`config.mk`:
```
export PLATFORM = sky130hd
export DESIGN_NAME = eth_rx_mac_filter
export DESIGN_NICKNAME = d
export VERILOG_FILES = /design/src/rtl/eth_rx_mac_filter.sv
export SDC_FILE = /design/constraint.sdc
export NUM_CORES = 1
export LEC_CHECK = 0
export ABC_CLOCK_PERIOD_IN_PS = 2800
export BUFFER_PORTS_ARGS = -buffer_cell sky130_fd_sc_hd__buf_2
export CAP_MARGIN = 10
export CORE_ASPECT_RATIO = 0.75
export CORE_MARGIN = 8
export CORE_UTILIZATION = 50
export DETAILED_ROUTE_END_ITERATION = 6
export PLACE_DENSITY = 0.76
export REMOVE_ABC_BUFFERS = 1
export SKIP_LAST_GASP = 1
export SLEW_MARGIN = 30
export SYNTH_ARGS = -nofsm -noshare
export SYNTH_HDL_FRONTEND = slang
export SYNTH_SLANG_ARGS = --single-unit
```
`constraint.sdc`:
```
create_clock -name rx_clk -period 2.8 [get_ports rx_clk]
set_input_delay 0 -clock rx_clk [delete_from_list [all_inputs] [get_ports rx_clk]]
set_output_delay 0 -clock rx_clk [all_outputs]
set_load 0.005 [all_outputs]
```
`src/rtl/eth_rx_mac_filter.sv`:
```
// Receive-side destination-address filter behind the MII MAC rx stream.
// Delays each frame by six bytes, forwards or drops it on the DA, and counts both outcomes.
module eth_rx_mac_filter #(
   parameter int unsigned CNT_WIDTH = 16
) (
   input  logic                 rx_clk,
   input  logic                 rx_rst,
   input  logic [7:0]           s_axis_tdata,
   input  logic                 s_axis_tvalid,
   input  logic                 s_axis_tlast,
   input  logic                 s_axis_tuser,
   output logic [7:0]           m_axis_tdata,
   output logic                 m_axis_tvalid,
   output logic                 m_axis_tlast,
   output logic                 m_axis_tuser,
   input  logic [47:0]          local_mac,
   input  logic                 promisc_en,
   input  logic                 broadcast_en,
   input  logic                 multicast_en,
   output logic [CNT_WIDTH-1:0] accept_count,
   output logic [CNT_WIDTH-1:0] drop_count,
   output logic                 overrun
);

   localparam int unsigned BYTE_W   = 8;
   localparam int unsigned DA_BYTES = 6;
   localparam int unsigned DL_W     = BYTE_W * DA_BYTES;
   localparam int unsigned IDX_W    = 3;
   localparam int unsigned MC_BIT   = DL_W - BYTE_W;
   localparam logic [IDX_W-1:0] LAST_IDX = IDX_W'(DA_BYTES - 1);

   typedef enum logic [1:0] {
      HDR,
      FORWARD,
      DRAIN,
      DROP
   } state_t;

   state_t               state_q, state_d;
   logic [IDX_W-1:0]     cnt_q, cnt_d;
   logic [IDX_W-1:0]     idx_q, idx_d;
   logic [DL_W-1:0]      dl_q, dl_d;
   logic                 tuser_lat_q, tuser_lat_d;
   logic                 discard_q, discard_d;

   logic [BYTE_W-1:0]    tdata_d;
   logic                 tvalid_d, tlast_d, tuser_d, overrun_d;
   logic [CNT_WIDTH-1:0] acc_d, drop_d;

   logic [DL_W-1:0]      dl_shift;
   logic                 accept;
   logic [BYTE_W-1:0]    drain_byte;
   logic                 inc_acc, inc_drop;

   // Newest byte enters at the bottom, so after six beats the DA lines up with local_mac.
   assign dl_shift = {dl_q[DL_W-BYTE_W-1:0], s_axis_tdata};

   assign accept = promisc_en
                 | (dl_shift == local_mac)
                 | (broadcast_en & (&dl_shift))
                 | (multicast_en & dl_shift[MC_BIT]);

   // DRAIN walks the frozen delay line from oldest to newest.
   always_comb begin
      drain_byte = '0;
      case (idx_q)
         3'd0:    drain_byte = dl_q[47:40];
         3'd1:    drain_byte = dl_q[39:32];
         3'd2:    drain_byte = dl_q[31:24];
         3'd3:    drain_byte = dl_q[23:16];
         3'd4:    drain_byte = dl_q[15:8];
         3'd5:    drain_byte = dl_q[7:0];
         default: drain_byte = '0;
      endcase
   end

   always_ff @(posedge rx_clk or posedge rx_rst) begin
      if (rx_rst) begin
         state_q       <= HDR;
         cnt_q         <= '0;
         idx_q         <= '0;
         dl_q          <= '0;
         tuser_lat_q   <= 1'b0;
         discard_q     <= 1'b0;
         m_axis_tdata  <= '0;
         m_axis_tvalid <= 1'b0;
         m_axis_tlast  <= 1'b0;
         m_axis_tuser  <= 1'b0;
         accept_count  <= '0;
         drop_count    <= '0;
         overrun       <= 1'b0;
      end else begin
         state_q       <= state_d;
         cnt_q         <= cnt_d;
         idx_q         <= idx_d;
         dl_q          <= dl_d;
         tuser_lat_q   <= tuser_lat_d;
         discard_q     <= discard_d;
         m_axis_tdata  <= tdata_d;
         m_axis_tvalid <= tvalid_d;
         m_axis_tlast  <= tlast_d;
         m_axis_tuser  <= tuser_d;
         accept_count  <= acc_d;
         drop_count    <= drop_d;
         overrun       <= overrun_d;
      end
   end

   always_comb begin
      state_d     = state_q;
      cnt_d       = cnt_q;
      idx_d       = idx_q;
      dl_d        = dl_q;
      tuser_lat_d = tuser_lat_q;
      discard_d   = discard_q;
      tdata_d     = '0;
      tvalid_d    = 1'b0;
      tlast_d     = 1'b0;
      tuser_d     = 1'b0;
      overrun_d   = overrun;
      inc_acc     = 1'b0;
      inc_drop    = 1'b0;

      case (state_q)
         HDR: begin
            if (s_axis_tvalid) begin
               dl_d = dl_shift;
               if (cnt_q == LAST_IDX) begin
                  cnt_d = '0;
                  if (accept) begin
                     if (s_axis_tlast) begin
                        tuser_lat_d = s_axis_tuser;
                        idx_d       = '0;
                        state_d     = DRAIN;
                     end else begin
                        state_d = FORWARD;
                     end
                  end else begin
                     inc_drop = 1'b1;
                     state_d  = s_axis_tlast ? HDR : DROP;
                  end
               end else if (s_axis_tlast) begin
                  // Runt: ended before the DA was complete.
                  inc_drop = 1'b1;
                  cnt_d    = '0;
               end else begin
                  cnt_d = cnt_q + IDX_W'(1);
               end
            end
         end

         FORWARD: begin
            if (s_axis_tvalid) begin
               dl_d     = dl_shift;
               tdata_d  = dl_q[DL_W-1:DL_W-BYTE_W];
               tvalid_d = 1'b1;
               if (s_axis_tlast) begin
                  tuser_lat_d = s_axis_tuser;
                  idx_d       = '0;
                  state_d     = DRAIN;
               end
            end
         end

         DRAIN: begin
            tdata_d  = drain_byte;
            tvalid_d = 1'b1;
            // A beat here belongs to a frame that started too early; count it once and discard it.
            if (s_axis_tvalid) begin
               overrun_d = 1'b1;
               if (!discard_q) begin
                  inc_drop = 1'b1;
               end
               discard_d = !s_axis_tlast;
            end
            if (idx_q == LAST_IDX) begin
               tlast_d   = 1'b1;
               tuser_d   = tuser_lat_q;
               inc_acc   = 1'b1;
               cnt_d     = '0;
               idx_d     = '0;
               state_d   = discard_d ? DROP : HDR;
               discard_d = 1'b0;
            end else begin
               idx_d = idx_q + IDX_W'(1);
            end
         end

         DROP: begin
            if (s_axis_tvalid && s_axis_tlast) begin
               cnt_d   = '0;
               state_d = HDR;
            end
         end

         default: begin
            state_d = HDR;
         end
      endcase

      acc_d = accept_count;
      if (inc_acc && (accept_count != {CNT_WIDTH{1'b1}})) begin
         acc_d = accept_count + CNT_WIDTH'(1);
      end
      drop_d = drop_count;
      if (inc_drop && (drop_count != {CNT_WIDTH{1'b1}})) begin
         drop_d = drop_count + CNT_WIDTH'(1);
      end
   end

endmodule

```
==> reports/results.tsv, run 1 <==
metric	value	unit
status	finished, final reports clean	
RePlAce Congestion	0.9768	
synthesized area per cell	10.87	um^2
Final Util	0.6223	
Worst Setup Start Kind	flop	
crit path max fanout	5	
internal power	4.013	mW
Most used DFF post-synth	dfrtp_1	
Slew @ Worst Pin	0.6529	ns
worst clock skew	0.008589	ns
vias in the first global route	4573	
CTS Sinks	102	
commonest non-fill, non-tap cell in the layout	buf_2	
initial antenna violation count	0	
DRT Pass-1 Iters	5	
Fillers	858	
Post-synth ARST share	1.000	
die area	0.01450	mm^2
Final setup viols	0	
# DRC	0	
Synth Cell Area	0.005436	mm^2
clock tree buffer depth	2	
GRT overflow	0	
nets	717	
sequential fraction of the synthesis area	0.4695	
GRT Overall Usage	0.2260	
Pwr Total	6.596	mW
commonest cells after routing, fill and taps aside	107 x buf_2, 102 x dfrtp_1, 53 x xnor2_1	
global-route wire length before repair	25390	um
CTS tree	done	
Chip Width	136.4	um
Post-Synthesis Cells	500	
final setup TNS	0	ns
Post-Place Cells	758	
Area Overhead vs Synth	23.36	%
Yosys Warn Count	0	
initial core utilization	0.5045	
clk_lat worst skew	0.35	ns
share of cells above drive strength 1	0.3189	
flops & latches, synth	102	
critical path capture point type	flop	
largest net degree at the start of global routing	67	
HPWL after DPL	12130	um
final hold vios	0	
EDFF count, synth	0	
Routed WL	16190	um
Psw	2.583	mW
Rows	33	
Routed Antenna Nets	0	
worst vdd ir	0.4370	mV
fin crit period	2.685	ns
Max H-tree Level	3	
WS Path Type	flop to flop	
Placed Area	0.006280	mm^2
Data arrival, critical path	2.90	ns
Sw Ratio	0.3916	
PD cells	983.6	mW/mm^2
RSZ-0062 raised after global routing	no	
Synth cell types	49	
Leak	3.065	nW
total CTS buffers	9	
Final Max Tran Viols	0	
n_diodes	0	
via count	4621	
Non-Filler Instances	786	
initial DRC count	399	
Slew headroom	0.5648	
PortBufs	107	
clock power share	0.194	
worst endpoint required time	3.02	ns
Hold WC Path Type	input port to flop	
Seq pwr share	0.399	
die height	106.3	um
Via density	5.879	
core area	0.01078	mm^2
Clock Tree Root	clkbuf_16	
period utilisation layout	0.9589	
Fmax	372.5	MHz
design area	0.006706	mm^2
Comb pwr share	0.408	
total of max-cap violations	0	
CTS clk-pin slew, worst paths	0.07	ns
per-cell routed wire length	20.60	um
# IOs	108	
worst max-delay path, cell delays in order, from the launching register on:
cell and delay (ns):
dfrtp_1 0.44, xor2_1 0.17, or4_1 0.52, nor4_1 0.28
and3_1 0.22, a211oi_2 0.13, a41oi_4 0.35, buf_4 0.20
nor4_1 0.06, xor2_1 0.17
synthesized netlist by cell type, drive strengths merged, types with 2 or more instances:
cell type,count,area [um^2]
dfrtp,102,2552
xnor2,53,464.2
mux2,52,589.3
nand2,49,183.9
nand4,34,212.7
xor2,24,210.2
nor2,23,88.84
o21ai,18,90.08
nor4,15,93.84
inv,14,52.55
nand3,12,60.06
ha,11,137.6
nor3,10,55.05
a22oi,9,67.56
mux2i,9,90.09
nor2b,9,56.30
a221o,8,80.08
and3,7,45.05
clkbuf,6,32.53
buf,5,26.27
a21oi,4,20.02
and2,3,18.77
a21boi,2,15.01
nand4b,2,17.52
or3,2,12.51
or4,2,15.01
cell families (layout without fill, tap and decap cells):
logic type / after synthesis / in the layout / synth area share
and+or+nand+nor: 174 / 174 / 0.1673
DFF: 102 / 102 / 0.4695
xor gates and xnor gates: 77 / 77 / 0.1241
muxes: 61 / 61 / 0.1250
AOI/OAI and AO/OA: 50 / 51 / 0.06836
buffers and inverters: 25 / 170 / 0.02048
adders and majority gates: 11 / 11 / 0.02532
worst paths after layout:
check / depth (start not counted) / slack [ns] / start / endpoint
setup / recovery: 9 / 0.12 / dl_q[9] / drop_count[8]
min in group asynchronous: 3 / 0.22 / rx_rst / drop_count[2]
max in group asynchronous: 4 / 1.85 / rx_rst / dl_q[28]
hold / removal: 3 / 0.04 / s_axis_tvalid / discard_q
setup reg to reg: 9 / 0.12 / dl_q[9] / drop_count[8]
hold reg to reg: 1 / 0.49 / overrun / overrun
metal layers:
metal  up-vias  wire length (um)  track usage
met5         -                 0            0
met4         0               172      0.06646
met3        14              1329      0.05796
met2       202              7510       0.3292
met1      2308              7177       0.3240
li1       2097                 -            -
cell type report:
cell class                 count  area [um^2]  area share
tap                          140        175.2     0.02612
clock buffer                   9        225.2     0.03358
multi-input combinational    374         2800      0.4175
inverter                      14        55.05    0.008209
clock inverter                 6        70.07     0.01045
timing repair buffer         141        828.3      0.1235
sequential                   102         2552      0.3806
power groups by stage:
stage                     Combinational [mW]  Sequential, mW  Clock, mW
after detailed placement                2.59            2.63          0
final                                   2.69            2.63       1.28
after CTS                               2.62            2.60       1.30
after floorplan                         1.72            2.45          0
after global routing                    2.89            2.70       1.37
after global placement                  2.55            2.61          0
registers in the layout (all words and copies together) (netlist names):
register / cells
idx_q: 3
accept_count: 16
m_axis_tuser: 1
dl_q: 48
m_axis_tdata: 8
state_q: 2
cnt_q: 3
m_axis_tvalid: 1
discard_q: 1
overrun: 1
tuser_lat_q: 1
drop_count: 16
m_axis_tlast: 1
stage by stage:
| step | hold slack (ns) | worst slack, ns |
|---|---|---|
| floorplan | 0.1398 | -0.6771 |
| global placement | 0.05177 | 0.1424 |
| global route | 0.04676 | 0.009824 |
| finish | 0.03605 | 0.1151 |
| CTS | 0.003693 | 0.08565 |
| detailed placement | 0.05666 | 0.1026 |
timing repair:
item,in CTS,in global routing
endpoints found under the setup margin,0,5
endpoints found under the hold margin,45,0
gates resized for setup,0,0
setup buffers,0,2
hold buffers,10,0
Power figures use the tool's default switching activity.
==> inputs of run 2 (changes only) <==
- PLACE_DENSITY: 0.76 -> default
- PLACE_DENSITY_LB_ADDON: default -> 0.12
==> run 2 against run 1 <==
Effect of this change: clock power rose by 9%; first-iteration DRC count decreased by 15%; highest routed layer unchanged; clock skew up 0.00079 ns; largest power group is now registers; die area unchanged; clock-buffer cell count up 2.
==> reports/results.tsv, run 2 (same netlist as run 1, synthesis figures left out) <==
metric	value	unit
area of the multi-input gates	0.002791	mm^2
Worst Setup Start Kind	flop	
biggest regs	dl_q: 48 flops, accept_count: 16 flops, drop_count: 16 flops	
die height	106.3	um
Via density	5.632	
worst endpoint required time	3.01	ns
Fmax	375.3	MHz
Final Max Tran Viols	0	
Slew headroom	0.4651	
worst vdd ir	0.5151	mV
total CTS buffers	9	
final hold vios	0	
# Post-CTS Setup Buffers	0	
Buf+Inv Stages, Crit Path	1	
Max H-tree Level	3	
Hold WC Path Type	input port to flop	
CTS clk-pin slew, worst paths	0.07	ns
clk_lat worst skew	0.35	ns
Routed Antenna Nets	0	
initial DRC count	340	
Post-Place Cells	754	
critical path capture point type	flop	
Reg with most FFs	dl_q	
Routed WL	15110	um
Reg area	0.002552	mm^2
Clock Tree Root	clkbuf_16	
Area Overhead vs Synth	23.04	%
Fillers	894	
status	finished, final reports clean	
commonest non-fill, non-tap cell in the layout	buf_2	
HPWL after DPL	11510	um
RePlAce Congestion	0.9637	
Final setup viols	0	
global-route wire length before repair	24480	um
CP Cell Sequence	xnor2_1, nand4_1, or4_1, nor2_1, a211oi_4, a41oi_4, buf_4, nor4_1, xor2_1	
dpl ws	0.1071	ns
fin crit period	2.665	ns
GRT overflow	0	
n_diodes	0	
GRT Overall Usage	0.2139	
nets	710	
setup slack, reg-to-reg	0.14	ns
Data arrival, critical path	2.88	ns
clock tree buffer depth	2	
period utilisation layout	0.9517	
die area	0.01450	mm^2
via count	4393	
initial core utilization	0.5045	
max reg flops	48	
Rows	33	
core area	0.01078	mm^2
PD cells	980.7	mW/mm^2
vias in the first global route	4607	
DRT Pass-1 Iters	5	
Largest delay share family, worst path	simple AND/OR/NAND/NOR gates	
WS Path Type	flop to flop	
PortBufs	107	
Final WS setup	0.1351	ns
Chip Width	136.4	um
CP max stage cell	or4_1	
Leak	3.052	nW
crit path max fanout	10	
total of max-cap violations	0	
CP peak stage delay	0.56	ns
RSZ-0062 raised after global routing	no	
CTS tree	done	
largest net degree at the start of global routing	65	
# IOs	108	
per-cell routed wire length	19.37	um
worst clock skew	0.009375	ns
share of cells above drive strength 1	0.3109	
# DRC	0	
Non-Filler Instances	780	
Slew @ Worst Pin	0.8024	ns
commonest cells after routing, fill and taps aside	107 x buf_2, 102 x dfrtp_1, 53 x xnor2_1	
initial antenna violation count	0	
CTS Sinks	102	
## run 2: power breakdown
part	switching (mW)	internal, mW
combinational	1.27	1.30
sequential	0.618	1.98
clock	0.574	0.820
total	2.47	4.09
## run 2: worst reg2reg max path: stages (launching register included)
cell	delay, ns
dfrtp_1	0.44
xnor2_1	0.31
nand4_1	0.13
or4_1	0.56
nor2_1	0.21
a211oi_4	0.12
a41oi_4	0.32
buf_4	0.21
nor4_1	0.06
xor2_1	0.17
## run 2: area by class of cell
class | count | area share
flip-flops and latches | 102 | 0.3816
inverters | 14 | 0.008230
well taps | 140 | 0.02619
clock buffers | 11 | 0.03629
multi-input cells | 373 | 0.4173
repair buffers | 135 | 0.1171
clock inverters | 5 | 0.01328
## run 2: through the flow
stage               area, um^2  hold WS (ns)  power, mW  utilization  TNS (ns)
floorplan                 5378        0.1398      4.162            -    -32.99
global placement          6250        0.2056      5.056       0.5799         0
detailed placement        6250        0.2040      5.139       0.5799         0
CTS                       6681       0.01905      6.562       0.6200         0
global route              6689       0.03569      6.955       0.6207         0
finish                    6689       0.03003      6.560       0.6207         0
## run 2: timing repair
action	4_1_cts	5_1_grt
hold endpoints to repair	71	0
setup endpoints to repair	0	8
gates resized for setup	0	1
hold buffers	10	0
## run 2: path summary, 6_finish.rpt
check / startpoint / end / cells past startpoint
setup / recovery: dl_q[34] / drop_count[8] / 9
hold / removal: s_axis_tvalid / discard_q / 3
setup reg to reg: dl_q[34] / drop_count[8] / 9
hold reg to reg: overrun / overrun / 1
max in group asynchronous: rx_rst / dl_q[11] / 4
min in group asynchronous: rx_rst / m_axis_tlast / 3
## run 2: per-layer routing
| layer | track usage | wire, um | vias to the layer above | part of all wire |
|---|---|---|---|---|
| met4 | 0.04300 | 130 | 0 | 0.0086 |
| met1 | 0.3043 | 7006 | 2131 | 0.46 |
| met3 | 0.05372 | 1183 | 12 | 0.078 |
| met2 | 0.3236 | 6788 | 174 | 0.45 |
| li1 | - | - | 2076 | - |
| met5 | 0 | 0 | - | 0 |
==> inputs of run 3 (changes only) <==
- CORE_UTILIZATION: 50 -> 52
- CTS_BUF_LIST: default -> sky130_fd_sc_hd__clkbuf_8
- HOLD_SLACK_MARGIN: default -> 0.12
==> run 3 against run 2 <==
Effect of this change: global-route usage is 0.11 points lower; worst hold slack improved by 0.12 ns; clock-buffer cell count fell by 2; fmax is 1.4% higher; critical path type unchanged; critical endpoint is now drop_count[1].
==> reports/results.tsv, run 3 (same netlist as run 1, synthesis figures left out) <==
metric	value	unit
worst endpoint required time	3.07	ns
Min-Delay Startpoint	s_axis_tlast	
max reg flops	48	
RePlAce Congestion	0.9694	
Final WS setup	0.1732	ns
DRT Pass-1 Iters	4	
nets	712	
Chip Width	134.1	um
R2R depth	9	
Final Util	0.6434	
# IOs	108	
Via density	5.694	
global-route wire length before repair	23580	um
critical path capture point type	flop	
Fmax	380.7	MHz
via count	4430	
Routed Antenna Nets	0	
per-cell routed wire length	19.05	um
CTS Sinks	102	
Hold WC Path Type	input port to flop	
setup slack, reg-to-reg	0.17	ns
die height	104.6	um
n_diodes	0	
vias in the first global route	4501	
R2R Path End	drop_count[1]	
final hold vios	0	
Final setup viols	0	
initial DRC count	274	
Clock Tree Root	clkbuf_8	
period utilisation layout	0.9382	
commonest cells after routing, fill and taps aside	107 x buf_2, 102 x dfrtp_1, 53 x xnor2_1	
WHS Path Cells	6	
status	finished, final reports clean	
hold path endpoint	state_q[0]	
Pwr Total	6.140	mW
clk_lat worst skew	0.38	ns
Slew @ Worst Pin	0.6454	ns
initial core utilization	0.5304	
GRT overflow	0	
HPWL after DPL	11250	um
Final Max Tran Viols	0	
clock tree buffer depth	2	
CTS clk-pin slew, worst paths	0.10	ns
largest net degree at the start of global routing	60	
core area	0.01025	mm^2
Area Overhead vs Synth	21.31	%
crit path max fanout	11	
die area	0.01402	mm^2
PortBufs	107	
total CTS buffers	9	
fin crit period	2.627	ns
Data arrival, critical path	2.90	ns
Routed WL	14820	um
Slew headroom	0.5674	
Worst Setup Start Kind	flop	
RR Startpoint	dl_q[9]	
Reg with most FFs	dl_q	
commonest non-fill, non-tap cell in the layout	buf_2	
Leak	3.000	nW
crit path from	dl_q[9]	
biggest regs	dl_q: 48 flops, accept_count: 16 flops, drop_count: 16 flops	
GRT Overall Usage	0.2128	
initial antenna violation count	0	
dpl ws	0.1099	ns
WS Path Type	flop to flop	
PD cells	931.0	mW/mm^2
Rows	32	
CTS tree	done	
Max H-tree Level	3	
worst vdd ir	0.5743	mV
total of max-cap violations	0	
worst clock skew	0.009941	ns
# DRC	0	
share of cells above drive strength 1	0.3115	
==> run 3: cell types whose count changed in the layout (fill, tap and decap cells not counted) <==
cell and delta:
buf_4 -2, a211oi_4 -1, buf_12 +2, clkbuf_16 -9, clkbuf_8 +8, clkinvlp_4 +3
dlygate4sd3_1 +2, a211oi_2 +1, bufinv_16 -1, clkbuf_1 -1
==> run 3: area by class of cell <==
type | instances | area [um^2]
inverters | 14 | 55.05
well taps | 136 | 170.2
multi-input cells | 373 | 2784
repair buffers | 137 | 828.3
fillers | 851 | 3655
clock buffers | 9 | 123.9
flip-flops and latches | 102 | 2552
clock inverters | 7 | 81.33
==> run 3: timing repair <==
| item | in CTS | in global routing |
|---|---|---|
| hold buffers | 12 | 0 |
| endpoints found under the setup margin | 0 | 6 |
| gates resized for setup | 0 | 0 |
| hold endpoints to repair | 55 | 0 |
| buffers inserted | 0 | 2 |
==> run 3: worst max-delay path by stage <==
| stage | to | cells after the start | slack, ns |
|---|---|---|---|
| 2_1_floorplan | tuser_lat_q | 5 | -0.68 |
| 3_5_place_dp | drop_count[13] | 9 | 0.11 |
| 3_3_place_gp | drop_count[13] | 9 | 0.21 |
| 4_1_cts | drop_count[13] | 9 | 0.1 |
| 6_report | drop_count[1] | 9 | 0.17 |
| 5_1_grt | drop_count[12] | 9 | -0.007 |
==> run 3: critical path: stages, from the launching register on <==
cell	delay, ns
dfrtp_1	0.45
xor2_1	0.18
or4_1	0.52
nor4_1	0.24
and3_1	0.22
a211oi_2	0.12
a41oi_4	0.26
buf_12	0.15
nor2_2	0.06
mux2_4	0.32
==> run 3: per-layer routing <==
layer  global-route usage  routed length, um  vias up
li1                     -                  -     2082
met1               0.2878               6950     2171
met2               0.3290               6618      157
met3              0.05789               1041       20
met4              0.05995                213        0
met5                    0                  0        -
==> run 3: where the power goes <==
part | leakage (nW) | switching [mW] | internal, mW | total (mW)
clock network | 0.0940 | 0.547 | 0.424 | 0.971
logic | 1.60 | 1.27 | 1.32 | 2.59
registers | 1.30 | 0.609 | 1.97 | 2.58
==> run 3: through the flow <==
stage | setup TNS [ns] | hold WS, ns | area, um^2 | std cells
3_5_place_dp | 0 | 0.1041 | 6242 | 748
4_1_cts | 0 | 0.1278 | 6568 | 776
2_1_floorplan | -32.99 | 0.1398 | 5378 | 489
6_report | 0 | 0.1472 | 6595 | 778
3_3_place_gp | 0 | 0.09595 | 6242 | 748
5_1_grt | -0.007370 | 0.2075 | 6595 | 778
